[src/rtl/bp_l15_req_arbiter.sv]
// Two-requester front end for the OpenPiton L1.5 transducer channel.
// Requester 0 is the D-cache miss transducer, requester 1 the I-cache one.
// Round-robin grant, locked from grant until the L1.5 accepts it. One request
// may be outstanding. Returns go back to the owner. Interrupt returns always
// go to int_owner_p. A watchdog flags a return that never arrives.
module bp_l15_req_arbiter #(
  parameter logic [3:0] int_ret_p   = 4'b0111,
  parameter int         int_owner_p = 0,
  parameter int         timeout_p   = 1024
) (
  input  logic              clk_i,
  input  logic              reset_i,

  input  logic [1:0]        req_v_i,
  input  logic [1:0][4:0]   req_rqtype_i,
  input  logic [1:0][2:0]   req_size_i,
  input  logic [1:0][39:0]  req_addr_i,
  input  logic [1:0][63:0]  req_data_i,
  input  logic [1:0][1:0]   req_rplway_i,
  output logic [1:0]        req_ack_o,

  output logic [1:0]        ret_v_o,
  output logic [3:0]        ret_type_o,
  output logic [127:0]      ret_data_o,
  input  logic [1:0]        ret_yumi_i,

  output logic              transducer_l15_val,
  output logic [4:0]        transducer_l15_rqtype,
  output logic [2:0]        transducer_l15_size,
  output logic [39:0]       transducer_l15_address,
  output logic [63:0]       transducer_l15_data,
  output logic [1:0]        transducer_l15_l1rplway,
  input  logic              l15_transducer_ack,

  input  logic              l15_transducer_val,
  input  logic [3:0]        l15_transducer_returntype,
  input  logic [63:0]       l15_transducer_data_0,
  input  logic [63:0]       l15_transducer_data_1,
  output logic              transducer_l15_req_ack,

  output logic              owner_o,
  output logic              busy_o,
  output logic              error_o
);

  typedef enum logic [1:0] {e_idle, e_send, e_wait} state_e;

  localparam int             WD_W    = $clog2(timeout_p + 1);
  localparam logic [WD_W-1:0] WD_TO   = WD_W'(timeout_p);
  localparam logic [WD_W-1:0] WD_TO_M1 = WD_W'(timeout_p - 1);
  localparam logic           INT_OWN = 1'(int_owner_p);

  state_e          state_r, state_n;
  logic            owner_r;
  logic            ptr_r;
  logic [WD_W-1:0] wd_r;
  logic            error_r;

  logic            winner;
  logic            is_int_ret;
  logic            own_ret;
  logic            accept;
  logic            own_consume;

  // Decode return and handshake conditions shared by state and output logic
  always_comb begin
    winner      = req_v_i[ptr_r] ? ptr_r : ~ptr_r;
    is_int_ret  = l15_transducer_val && (l15_transducer_returntype == int_ret_p);
    own_ret     = l15_transducer_val && !is_int_ret && (state_r == e_wait);
    accept      = (state_r == e_send) && l15_transducer_ack;
    own_consume = own_ret && ret_yumi_i[owner_r];
  end

  // State register
  always_ff @(posedge clk_i) begin
    if (reset_i) state_r <= e_idle;
    else         state_r <= state_n;
  end

  // Next-state logic: grant is held in e_send until the L1.5 accepts it
  always_comb begin
    state_n = state_r;
    case (state_r)
      e_idle:  if (|req_v_i)   state_n = e_send;
      e_send:  if (accept)     state_n = e_wait;
      e_wait:  if (own_consume) state_n = e_idle;
      default: state_n = e_idle;
    endcase
  end

  // Owner latch, round-robin pointer, watchdog and sticky error flag
  always_ff @(posedge clk_i) begin
    if (reset_i) begin
      owner_r <= 1'b0;
      ptr_r   <= 1'b0;
      wd_r    <= '0;
      error_r <= 1'b0;
    end else begin
      if ((state_r == e_idle) && (|req_v_i)) owner_r <= winner;
      if (accept) ptr_r <= ~owner_r;
      if (own_consume) begin
        wd_r <= '0;
      end else if ((state_r == e_wait) && (wd_r != WD_TO)) begin
        wd_r <= wd_r + 1'b1;
      end
      if ((state_r == e_wait) && (wd_r == WD_TO_M1)) error_r <= 1'b1;
    end
  end

  // Output logic: request mux toward the L1.5, return routing toward requesters
  always_comb begin
    transducer_l15_val      = (state_r == e_send);
    transducer_l15_rqtype   = '0;
    transducer_l15_size     = '0;
    transducer_l15_address  = '0;
    transducer_l15_data     = '0;
    transducer_l15_l1rplway = '0;
    if (transducer_l15_val) begin
      transducer_l15_rqtype   = req_rqtype_i[owner_r];
      transducer_l15_size     = req_size_i[owner_r];
      transducer_l15_address  = req_addr_i[owner_r];
      transducer_l15_data     = req_data_i[owner_r];
      transducer_l15_l1rplway = req_rplway_i[owner_r];
    end

    req_ack_o = '0;
    if (accept) req_ack_o[owner_r] = 1'b1;

    ret_v_o                = '0;
    transducer_l15_req_ack = 1'b0;
    if (is_int_ret) begin
      ret_v_o[INT_OWN]       = 1'b1;
      transducer_l15_req_ack = ret_yumi_i[INT_OWN];
    end else if (own_ret) begin
      ret_v_o[owner_r]       = 1'b1;
      transducer_l15_req_ack = ret_yumi_i[owner_r];
    end

    ret_type_o = l15_transducer_returntype;
    ret_data_o = {l15_transducer_data_1, l15_transducer_data_0};
    owner_o    = owner_r;
    busy_o     = (state_r != e_idle);
    error_o    = error_r;
  end

endmodule

[config.mk]
export PLATFORM = sky130hd
export DESIGN_NAME = bp_l15_req_arbiter
export DESIGN_NICKNAME = d
export VERILOG_FILES = /design/src/rtl/bp_l15_req_arbiter.sv
export SDC_FILE = /design/constraint.sdc
export NUM_CORES = 1
export LEC_CHECK = 0
export CAP_MARGIN = 20
export CORE_AREA = 2 2 245 247
export CTS_CLUSTER_SIZE = 20
export DETAILED_ROUTE_END_ITERATION = 10
export DIE_AREA = 0 0 247 249
export HOLD_SLACK_MARGIN = 0.03
export MAX_ROUTING_LAYER = met4
export SYNTH_ARGS = -nofsm -noshare
export SYNTH_HDL_FRONTEND = slang
export SYNTH_SLANG_ARGS = --single-unit
[constraint.sdc]
create_clock -name clk_i -period 1.4 [get_ports clk_i]
set_input_delay 0.14 -clock clk_i [delete_from_list [all_inputs] [get_ports clk_i]]
set_output_delay 0.14 -clock clk_i [all_outputs]
set_load 0.02 [all_outputs]
==> flow_summary.html <==
<table>
<tr><th>Metric</th><th>Value</th></tr>
<tr><th colspan="2">Run status</th></tr>
<tr><td>Status</td><td>finished with violations</td></tr>
<tr><td>Violations in the final reports</td><td>negative setup slack</td></tr>
<tr><th colspan="2">Timing</th></tr>
<tr><td>Final total negative setup slack</td><td>-28.46 ns</td></tr>
<tr><td>Period minus WS final</td><td>1.72 ns</td></tr>
<tr><td>Setup violations, final</td><td>132</td></tr>
<tr><td>Post-route clock skew</td><td>0.00394 ns</td></tr>
<tr><td>Final clock period utilization by the worst path</td><td>123%</td></tr>
<tr><td>RSZ-0062 raised after global routing</td><td>yes</td></tr>
<tr><td>Worst Max-Slew Pin Slew</td><td>0.389 ns</td></tr>
<tr><td>Final critical-path setup slack</td><td>-0.318 ns</td></tr>
<tr><td>Slew margin rel.</td><td>73.8%</td></tr>
<tr><td>Number of hold violations in the final report</td><td>0</td></tr>
<tr><td>Worst hold slack across all endpoints</td><td>0.280 ns</td></tr>
<tr><td>Maximum clock frequency</td><td>582 MHz</td></tr>
<tr><td>Final Max Slew Viols</td><td>0</td></tr>
<tr><th colspan="2">Synth</th></tr>
<tr><td>Fraction of the yosys area taken by sequential cells</td><td>8.96%</td></tr>
<tr><td>Post-synthesis instance area</td><td>0.00358 sq mm</td></tr>
<tr><td>Syn nets</td><td>856</td></tr>
<tr><td>Post-synthesis average cell area</td><td>7.36 sq um</td></tr>
<tr><td>Post-synthesis instance total</td><td>486</td></tr>
<tr><td>Distinct cell type count after synthesis</td><td>38</td></tr>
<tr><td>Number of storage elements in the synthesis netlist</td><td>16</td></tr>
<tr><td>Area leader, netlist</td><td>mux2i_1</td></tr>
<tr><td>Area fraction of the dominant cell type after synthesis</td><td>33.0%</td></tr>
<tr><td>Count of yosys warnings during synthesis</td><td>0</td></tr>
<tr><td>Cells taking the most area after synthesis</td><td>mux2i_1 33%, buf_4 28%, nor2_1 12%</td></tr>
<tr><th colspan="2">Routing</th></tr>
<tr><td>Routed wire per std cell</td><td>14.4 microns</td></tr>
<tr><td>Routed wire length</td><td>22.8 mm</td></tr>
<tr><td>DRC</td><td>0</td></tr>
<tr><td>Via density per instance</td><td>2.95</td></tr>
<tr><td>Residual antenna-violating net count after detailed routing</td><td>0</td></tr>
<tr><td>Via count of the routed design</td><td>4,683</td></tr>
<tr><td>Number of DRC markers after the initial detailed-route iteration</td><td>157</td></tr>
<tr><td>Count of TritonRoute iterations in the first routing pass</td><td>4</td></tr>
<tr><th colspan="2">Place</th></tr>
<tr><td>IO Port Bufs</td><td>366</td></tr>
<tr><td>RD Place Congestion</td><td>0.757</td></tr>
<tr><td>Placed inst area</td><td>0.00802 sq mm</td></tr>
<tr><td>Dpl cells</td><td>1,518</td></tr>
<tr><td>Post-detail-place hpwl</td><td>18.0 mm</td></tr>
<tr><td>Placement Setup Slack</td><td>-0.792 ns</td></tr>
<tr><th colspan="2">Critical path</th></tr>
<tr><td>Worst Setup Path Type</td><td>reg2out</td></tr>
<tr><td>Req. time, crit path</td><td>1.26 ns</td></tr>
<tr><td>Worst-path fanout max</td><td>7</td></tr>
<tr><td>Nature of the critical path endpoint</td><td>output pin</td></tr>
<tr><td>Critical path startpoint category</td><td>register</td></tr>
<tr><td>Data arrival at the endpoint of the critical path</td><td>1.58 ns</td></tr>
<tr><th colspan="2">Floorplanning</th></tr>
<tr><td>Starting density of the core</td><td>6.09%</td></tr>
<tr><td>Core area</td><td>0.0587 sq mm</td></tr>
<tr><td>Row cnt</td><td>89</td></tr>
<tr><td>Die outline area</td><td>0.0615 sq mm</td></tr>
<tr><td>Die Ht</td><td>249 microns</td></tr>
<tr><td>Width of the die</td><td>247 microns</td></tr>
<tr><td>Number of I/O pins</td><td>623</td></tr>
<tr><th colspan="2">Pwr</th></tr>
<tr><td>Maximum vdd drop</td><td>380 uV</td></tr>
<tr><td>Tot Pwr</td><td>5.15 mW</td></tr>
<tr><td>Static leakage</td><td>3.50 nW</td></tr>
<tr><td>Pwr per Cell Area</td><td>514 mW/mm^2</td></tr>
<tr><th colspan="2">CTS</th></tr>
<tr><td>Cell at the root of the clock tree</td><td>clkbuf_16</td></tr>
<tr><td>H-tree lvl count</td><td>1</td></tr>
<tr><td>Clock latency at the later pin of the worst-skew pair</td><td>0.25 ns</td></tr>
<tr><td>Clock Sink Count</td><td>16</td></tr>
<tr><td>TritonCTS clock tree</td><td>done</td></tr>
<tr><td>CTS clock-pin slew for the worst setup and hold paths</td><td>0.05 ns</td></tr>
<tr><td>Number of buffers on the longest clock path</td><td>2</td></tr>
<tr><td>Number of buffers created by CTS</td><td>3</td></tr>
<tr><th colspan="2">Global route</th></tr>
<tr><td>Global Route Usage Sum</td><td>6.63%</td></tr>
<tr><td>Initial antenna violation count</td><td>0</td></tr>
<tr><td>Global-route wire length before repair</td><td>29.2 mm</td></tr>
<tr><td>Maximum number of pins on one net before global-route repair</td><td>16</td></tr>
<tr><td>Number of global-route vias before repair</td><td>4,653</td></tr>
<tr><td>Total overflow reported by the global router</td><td>0</td></tr>
<tr><th colspan="2">Cells and area</th></tr>
<tr><td>Register area</td><td>329 sq um</td></tr>
<tr><td>Area growth, synth to finish</td><td>180%</td></tr>
<tr><td>Post-route insts no fill</td><td>1,586</td></tr>
<tr><td>Final core utilization</td><td>17.1%</td></tr>
<tr><td>Area of all placed cells without fillers</td><td>0.0100 sq mm</td></tr>
<tr><td>Share of post-route cells with drive strength above 1</td><td>55.3%</td></tr>
<tr><td>Filler instances</td><td>6,496</td></tr>
<tr><td>Net count reported at finish</td><td>1,183</td></tr>
<tr><td>Multi-input combinational cell area</td><td>0.00333 sq mm</td></tr>
<tr><th colspan="2">Hold path</th></tr>
<tr><td>Hold Path Class</td><td>in2out</td></tr>
<tr><th colspan="2">Flow run</th></tr>
<tr><td>Total of max-cap violations</td><td>0</td></tr>
</table>
-- cells by family (layout without fill, tap and decap cells) --
kind of cell               after synthesis  in the layout  synth area share, %
AOI/OAI and AO/OA                       33             33                 6.40
adders and majority gates                2              2                0.700
buffers and inverters                  171            497                 32.8
DFF                                     16             16                 8.96
muxes                                  118            118                 33.0
other                                    0              1                    0
and+or+nand+nor                        146            146                 18.1
-- cell type report --
| class | count | share of cell area (%) |
|---|---|---|
| Antenna cell | 1 | 0.0250 |
| Clock buffer | 4 | 0.787 |
| Inverter | 9 | 0.412 |
| Multi-Input combinational cell | 299 | 33.2 |
| Sequential cell | 16 | 3.28 |
| Tap cell | 773 | 9.65 |
| Timing Repair Buffer | 484 | 52.6 |
-- synth_stat cells, drive strengths merged --
library cell    n
a2111oi         1
a21oi          10
a22o            2
a311o           1
a31oi           1
and3            1
and4b           1
buf           155
clkbuf          7
dfxtp          16
ha              2
inv             9
mux2i         118
nand2           4
nand2b          2
nand3           2
nand3b          2
nand4           1
nand4b          1
nor2          118
nor3            2
nor3b           2
nor4            2
nor4bb          1
o211ai          1
o21a            1
o21ai           4
o22ai           1
o311ai          5
o31ai           6
or3             3
or4             4
-- worst paths after layout --
kind	start	end	slack (ns)	cells past startpoint
worst min register to register	error_o$_SDFFE_PP0P_	error_o$_SDFFE_PP0P_	0.50	1
worst min-delay path	l15_transducer_data_0[1]	ret_data_o[1]	0.28	0
worst max register to register	owner_o$_SDFFE_PP0P_	wd_r[8]$_SDFFE_PP0P_	-0.31	7
worst max-delay path	owner_o$_SDFFE_PP0P_	transducer_l15_data[13]	-0.32	6
-- per-layer routing --
| layer | track usage (%) | up-vias | share of wire (%) |
|---|---|---|---|
| met5 | - | - | 0 |
| met3 | 1.38 | 73 | 6.6 |
| li1 | - | 2176 | - |
| met1 | 6.99 | 2155 | 37 |
| met4 | 2.41 | 0 | 4.2 |
| met2 | 12.0 | 279 | 52 |
-- report_power, final --
part           total [mW]  internal (mW)  switching, mW  leakage (nW)
Sequential          0.485          0.470         0.0150         0.131
Combinational        4.11           2.35           1.76          3.33
Clock               0.554          0.385          0.169        0.0382
Total                5.15           3.20           1.94          3.50
-- registers in the layout (all words and copies together) (netlist names) --
register / count
wd_r: 11
owner_o: 1
ptr_r: 1
state_r: 2
error_o: 1
-- placed cells by master, fill, tap and decap left out, types with 3 or more instances in the layout --
cell type	instances
nor2_4	27
dfxtp_1	13
o311ai_1	5
mux2i_2	27
inv_1	8
o31ai_1	5
buf_16	3
mux2i_1	38
clkdlybuf4s50_1	239
nor2_1	18
mux2i_4	53
nor2_2	73
buf_12	37
clkbuf_16	7
clkdlybuf4s15_2	6
buf_8	10
buf_6	104
a21oi_2	8
o21ai_0	4
clkbuf_2	14
or4_1	4
buf_4	55
nand2_1	3
buf_2	8
-- critical path, cell delays in order, from the launching register on --
cell and delay (ns):
dfxtp_4 0.39, buf_12 0.17, buf_12 0.14, clkbuf_16 0.15
mux2i_2 0.23, nor2_2 0.07, buf_12 0.14
-- repair_timing --
action | in CTS | in global routing
buffers inserted | 23 | 40
resized for setup | 480 | 335
hold buffers | 0 | 0
pin swaps | 1 | 22
endpoints found under the setup margin | 137 | 136
cloned | 4 | 4
Power figures use the tool's default switching activity.
